--- config.mk ---
export PLATFORM = sky130hd
export DESIGN_NAME = trig_burst_gen
export DESIGN_NICKNAME = d
export VERILOG_FILES = /design/src/rtl/pdl_pkg.sv /design/src/rtl/trig_cfg_sanitize.sv /design/src/rtl/trig_burst_gen.sv
export SDC_FILE = /design/constraint.sdc
export NUM_CORES = 1
export LEC_CHECK = 0
export BUFFER_PORTS_ARGS = -buffer_cell sky130_fd_sc_hd__buf_2
export CORE_ASPECT_RATIO = 2
export CORE_MARGIN = 3
export CORE_UTILIZATION = 45
export DETAILED_ROUTE_END_ITERATION = 8
export PLACE_DENSITY = 0.71
export SLEW_MARGIN = 20
export SYNTH_ARGS = -nofsm -noshare
export SYNTH_HDL_FRONTEND = slang
export SYNTH_HIERARCHICAL = 1
export SYNTH_SLANG_ARGS = --single-unit
--- constraint.sdc ---
create_clock -name clk -period 4.7 [get_ports clk]
set_input_delay 0.235 -clock clk [delete_from_list [all_inputs] [get_ports clk]]
set_output_delay 0.235 -clock clk [all_outputs]
set_load 0.05 [all_outputs]
--- src/rtl/pdl_pkg.sv ---
// pdl_pkg: shared state type, config limits and default widths for the trigger and pulse delay stages
package pdl_pkg;
    localparam int TRIG_N          = 32;
    localparam int TRIG_CNT_W      = 16;
    localparam int TRIG_MIN_PERIOD = 2;
    localparam int TRIG_MIN_HIGH   = 1;
    typedef enum logic [1:0] {IDLE, HIGH, LOW} trig_state_t;
endpackage

--- src/rtl/trig_cfg_sanitize.sv ---
// trig_cfg_sanitize: clamps raw period/high_time so every pulse has at least one high and one low cycle
module trig_cfg_sanitize
    import pdl_pkg::*;
#(
    parameter int N = TRIG_N
) (
    input  logic [N-1:0] period,
    input  logic [N-1:0] high_time,
    output logic [N-1:0] eff_period,
    output logic [N-1:0] eff_high
);
    always_comb begin
        eff_period = period < N'(TRIG_MIN_PERIOD) ? N'(TRIG_MIN_PERIOD) : period;
        eff_high   = high_time == '0 ? N'(TRIG_MIN_HIGH) :
                     high_time > eff_period - N'(1) ? eff_period - N'(1) : high_time;
    end
endmodule

--- src/rtl/trig_burst_gen.sv ---
// trig_burst_gen: burst/continuous trigger pulse generator; TRIG_EXT_GATE_EN adds a gate input that pauses the burst
module trig_burst_gen
    import pdl_pkg::*;
#(
    parameter int N     = TRIG_N,
    parameter int CNT_W = TRIG_CNT_W
) (
    input  logic             clk,
    input  logic             reset_n,
    input  logic             start,
    input  logic             stop,
`ifdef TRIG_EXT_GATE_EN
    input  logic             gate,
`endif
    input  logic [N-1:0]     period,
    input  logic [N-1:0]     high_time,
    input  logic [CNT_W-1:0] count,
    output logic             trig_out,
    output logic             busy,
    output logic             done,
    output logic [CNT_W-1:0] pulse_idx
);
    trig_state_t      state, nxt;
    logic [N-1:0]     phase, phase_nxt, cfg_period, cfg_high, san_period, san_high;
    logic [CNT_W-1:0] cfg_count, idx_nxt;
    logic             done_nxt, gate_on, accept;

`ifdef TRIG_EXT_GATE_EN
    assign gate_on = gate;
`else
    assign gate_on = 1'b1;
`endif

    trig_cfg_sanitize #(.N(N)) u_sanitize (
        .period    (period),
        .high_time (high_time),
        .eff_period(san_period),
        .eff_high  (san_high)
    );

    assign accept = state == IDLE && start && !stop;

    always_comb begin
        nxt       = state;
        phase_nxt = phase;
        idx_nxt   = pulse_idx;
        done_nxt  = 1'b0;
        if (state == IDLE) begin
            if (accept) begin
                nxt       = HIGH;
                phase_nxt = '0;
                idx_nxt   = '0;
            end
        end else if (stop) begin
            nxt = IDLE;
        end else if (gate_on) begin
            phase_nxt = phase + N'(1);
            if (state == HIGH && phase == cfg_high - N'(1)) begin
                nxt = LOW;
            end else if (state == LOW && phase == cfg_period - N'(1)) begin
                phase_nxt = '0;
                if (cfg_count != '0 && pulse_idx == cfg_count - CNT_W'(1)) begin
                    nxt      = IDLE;
                    done_nxt = 1'b1;
                end else begin
                    nxt     = HIGH;
                    idx_nxt = pulse_idx + CNT_W'(1);
                end
            end
        end
    end

    // outputs are registered from the next state so the delay stage sees clean edges
    always_ff @(posedge clk or negedge reset_n) begin
        if (!reset_n) begin
            state      <= IDLE;
            phase      <= '0;
            pulse_idx  <= '0;
            cfg_period <= '0;
            cfg_high   <= '0;
            cfg_count  <= '0;
            trig_out   <= 1'b0;
            busy       <= 1'b0;
            done       <= 1'b0;
        end else begin
            state     <= nxt;
            phase     <= phase_nxt;
            pulse_idx <= idx_nxt;
            trig_out  <= nxt == HIGH && (gate_on || state == IDLE);
            busy      <= nxt != IDLE;
            done      <= done_nxt;
            if (accept) begin
                cfg_period <= san_period;
                cfg_high   <= san_high;
                cfg_count  <= count;
            end
        end
    end
endmodule

==> results.txt <==
----------------------------------------------------
[STA]
  Final cycle utilization of the critical path ... between 90% and 100%
  Setup violations, final ... 0
  Final Max Tran Viols ... 0
  Achievable frequency ... 0.226 GHz
  Min cycle time layout ... 4.43 ns
  Worst slew pin tran ... 1.09 ns
  Setup repair after global routing missed its margin ... false
  Final hold violations ... 0
  Final worst-path setup slack ... ~0.27 ns
  Worst clock skew on the final layout ... between 0.007 and 0.008 ns
  Post-route setup TNS ... 0 ns
  Worst relative slew slack ... between 20% and 30%
  Worst hold-check slack ... 0.00778 ns

[Placement]
  Pre-CTS setup slack ... -0.154 ns
  GPL Wtd Cong ... 1.02
  Placed Cells incl. Taps ... between 1,500 and 2,000
  DP Area ... 0.0118 mm^2
  Half-perimeter wire length after detailed placement ... 29,100 um
  Number of input and output port buffers inserted ... 102

[Route]
  ANT nets after route ... 0
  Average detailed-routed wire length per instance ... 20.5 um
  Post-route DRC violation count ... 0
  Post-detailed-route via-to-cell ratio ... 6.18
  Number of optimization iterations in the first detailed-route pass ... 5
  Routed wire length ... 37,100 um
  Number of DRC markers after the initial detailed-route iteration ... 781
  Vias post-DR ... 11,200

[Yosys]
  Synthesized netlist net count ... 1,560
  Area share of the largest cell type after synthesis ... 30.6%
  Synthesized instance count ... 1,438
  Synth top area cells ... sky130_fd_sc_hd__dfrtp_1 31%, sky130_fd_sc_hd__nand2_1 9.8%, sky130_fd_sc_hd__xnor2_1 5.9%
  Yosys cell types ... 76
  Most area-hungry cell type in the Yosys netlist ... sky130_fd_sc_hd__dfrtp_1
  Average cell area after synthesis ... about 7.6 um^2
  Cell with the most instances after synthesis ... sky130_fd_sc_hd__nand2_1
  Proportion of synthesized chip area in sequential cells ... 30.6%
  Primary FF master, synth ... sky130_fd_sc_hd__dfrtp_1
  Number of synthesized flops with an enable pin ... 0
  Number of flip-flops and latches in the synthesized netlist ... 133
  Yosys Warn Count ... 6
  Post-synthesis cell area ... 0.0109 mm^2
  Fraction of registers with async set/reset ... between 90% and 100%
  Most used standard cells in the synthesized netlist ... 284 x sky130_fd_sc_hd__nand2_1, 133 x sky130_fd_sc_hd__dfrtp_1, 99 x sky130_fd_sc_hd__nor2_1

[Outcome]
  Status ... finished, final reports clean

[Clock tree]
  Buffer count from post-CTS setup fixing ... 0
  Number of levels the H-tree was split into ... 4
  Clock Tree Buf Depth ... 2
  CTS tree ... done
  Latest clock arrival within the worst-skew pair ... approximately 0.44 ns
  CTS root buf ... sky130_fd_sc_hd__clkbuf_16
  CTS clock-pin slew for the worst setup and hold paths ... 0.06 ns
  Cts bufs inserted ... 17
  Number of sinks on the clock net ... between 100 and 150

[Pwr]
  Lkg Pwr ... 5.38 nW
  Cell Pwr Density ... 318 mW/mm^2
  VDD IR-drop max ... 268 uV
  Total chip power ... ~4 mW

[Critical path]
  Worst Path Arrival ... 4.80 ns
  Largest fanout on the critical path ... 19
  Longest individual stage delay on the worst path ... 0.58 ns
  Crit path max-delay family ... simple AND/OR/NAND/NOR gates
  Startpoint type of the worst setup path ... input pin
  Critical path cell sequence ... buf_2 > or4_4 > nor4_4 > and4_1 > nand2b_1 > ha_1 > nand4_1 > buf_4 > nor3_1 > xnor2_2 > ha_1 > nand4_1 > nor2_1 > a22o_1 > or4_1 > o21a_2 > buf_12 > a211oi_1 > buf_4 > nand2_1 > nand2_1
  Crit. End Element ... flop
  Combined buffer and inverter count along the critical path ... 4
  Kind of critical path ... input pin to flop
  Slowest stage cell on the critical path ... sky130_fd_sc_hd__or4_4
  Critical path required time ... between 5 and 6 ns

[Floorplanning]
  Initial cell density of the core ... around 46%
  Placeable Area ... 0.0238 mm^2
  Width of the die ... 116 um
  Die outline area ... 0.0262 mm^2
  Placement row count ... 80
  Ports ... 103
  Y dimension of the die ... between 200 and 250 um

[GRT]
  Wire length of the first global-routing pass ... 58,500 um
  Overall routing resource usage ... slightly below 30%
  Global route total overflow ... 0
  Maximum number of pins on one net before global-route repair ... ~110
  Antenna violations before repair ... 0
  Number of global-route vias before repair ... 11,100

[Finish]
  Post-route design area ... 0.0125 mm^2
  Layout cell share with drive strength beyond 1 ... a little over an eighth
  Util after Layout ... 52.4%
  Final Net Count ... 1,630
  Synthesis-to-layout area growth ... 14.5%
  Inserted Diodes ... 0
  Post-Layout Cell Count ... 1,808

[Worst hold path]
  Type of the most critical hold path ... input pin to flop

[Flow run]
  MaxCap Viol Count ... 0

----------------------------------------------------
==> power breakdown <==
part | leakage, nW | internal (mW) | switching (mW)
Sequential | 1.72 | 1.28 | 0.230
Clock | 0.282 | 0.807 | 0.526
Combinational | 3.37 | 0.468 | 0.655
==> layer usage <==
| layer | track usage, % | share of wire [%] | vias to the layer above |
|---|---|---|---|
| li1 | - | - | 5273 |
| met1 | 28.1 | 34 | 5306 |
| met3 | 3.70 | 4.0 | 174 |
| met2 | 53.2 | 53 | 425 |
| met4 | 22.4 | 8.8 | 0 |
| met5 | 0 | 0 | - |
==> timing repair <==
action                                  4_1_cts  5_1_grt
endpoints found under the hold margin       102        0
endpoints found under the setup margin        0        3
hold buffers                                 12        0
gates resized for setup                       0        3
==> final cells by class <==
class	count	area, um^2
Sequential cell	133	3330
Clock inverter	12	129
Multi-Input combinational cell	1149	7000
Inverter	46	173
Fill cell	2342	11300
Clock buffer	20	457
Tap cell	287	359
Timing Repair Buffer	161	1030
==> sequential cells by signal, summed over array words and instances (netlist names) <==
| signal | flops |
|---|---|
| done | 1 |
| cfg_period | 32 |
| cfg_count | 16 |
| busy | 1 |
| trig_out | 1 |
| phase | 32 |
| state | 2 |
| pulse_idx | 16 |
| cfg_high | 32 |
==> tightest hold or removal path, cell delays in order <==
cell and delay [ns]:
sky130_fd_sc_hd__buf_2 0.08, sky130_fd_sc_hd__nand2_1 0.05, sky130_fd_sc_hd__nand2_1 0.05
==> cell usage in the layout, fill, tap and decap left out, types with 40 or more instances in the layout <==
| cell type | netlist | routed |
|---|---|---|
| sky130_fd_sc_hd__nor2_1 | 99 | 98 |
| sky130_fd_sc_hd__buf_4 | 0 | 44 |
| sky130_fd_sc_hd__nand2_1 | 284 | 284 |
| sky130_fd_sc_hd__nor3_1 | 53 | 53 |
| sky130_fd_sc_hd__xnor2_1 | 74 | 73 |
| sky130_fd_sc_hd__dfrtp_1 | 133 | 133 |
| sky130_fd_sc_hd__o21ai_0 | 66 | 66 |
| sky130_fd_sc_hd__xor2_1 | 44 | 44 |
| sky130_fd_sc_hd__inv_1 | 46 | 46 |
| sky130_fd_sc_hd__nand3_1 | 53 | 53 |
| sky130_fd_sc_hd__buf_2 | 9 | 101 |
| sky130_fd_sc_hd__a21oi_1 | 61 | 61 |
| sky130_fd_sc_hd__a211oi_1 | 40 | 40 |
==> path summary, 6_finish.rpt <==
path	startpoint	endpoint	slack (ns)	cells after the start
min	count[11]	cfg_count[11]	0.008	3
max in group asynchronous	reset_n	cfg_high[9]	3.13	3
max reg2reg	cfg_high[0]	trig_out	0.39	14
max	period[12]	cfg_high[24]	0.27	21
min reg2reg	cfg_high[31]	cfg_high[31]	0.50	2
min in group asynchronous	reset_n	cfg_count[2]	0.46	2
==> cells by family (layout without fill, tap and decap cells) <==
family                   Yosys count  in the layout  synth area share [%]
XOR/XNOR                         118            118                  9.49
AO/OA/AOI/OAI                    264            264                  15.9
buffers and inverters            156            239                  5.49
flip-flops                       133            133                  30.6
AND/OR/NAND/NOR                  713            713                  32.7
adder cells (fa/ha/maj)           38             38                  4.36
multiplexers                      16             16                  1.52
No activity file was read; power rests on OpenSTA's default activity.
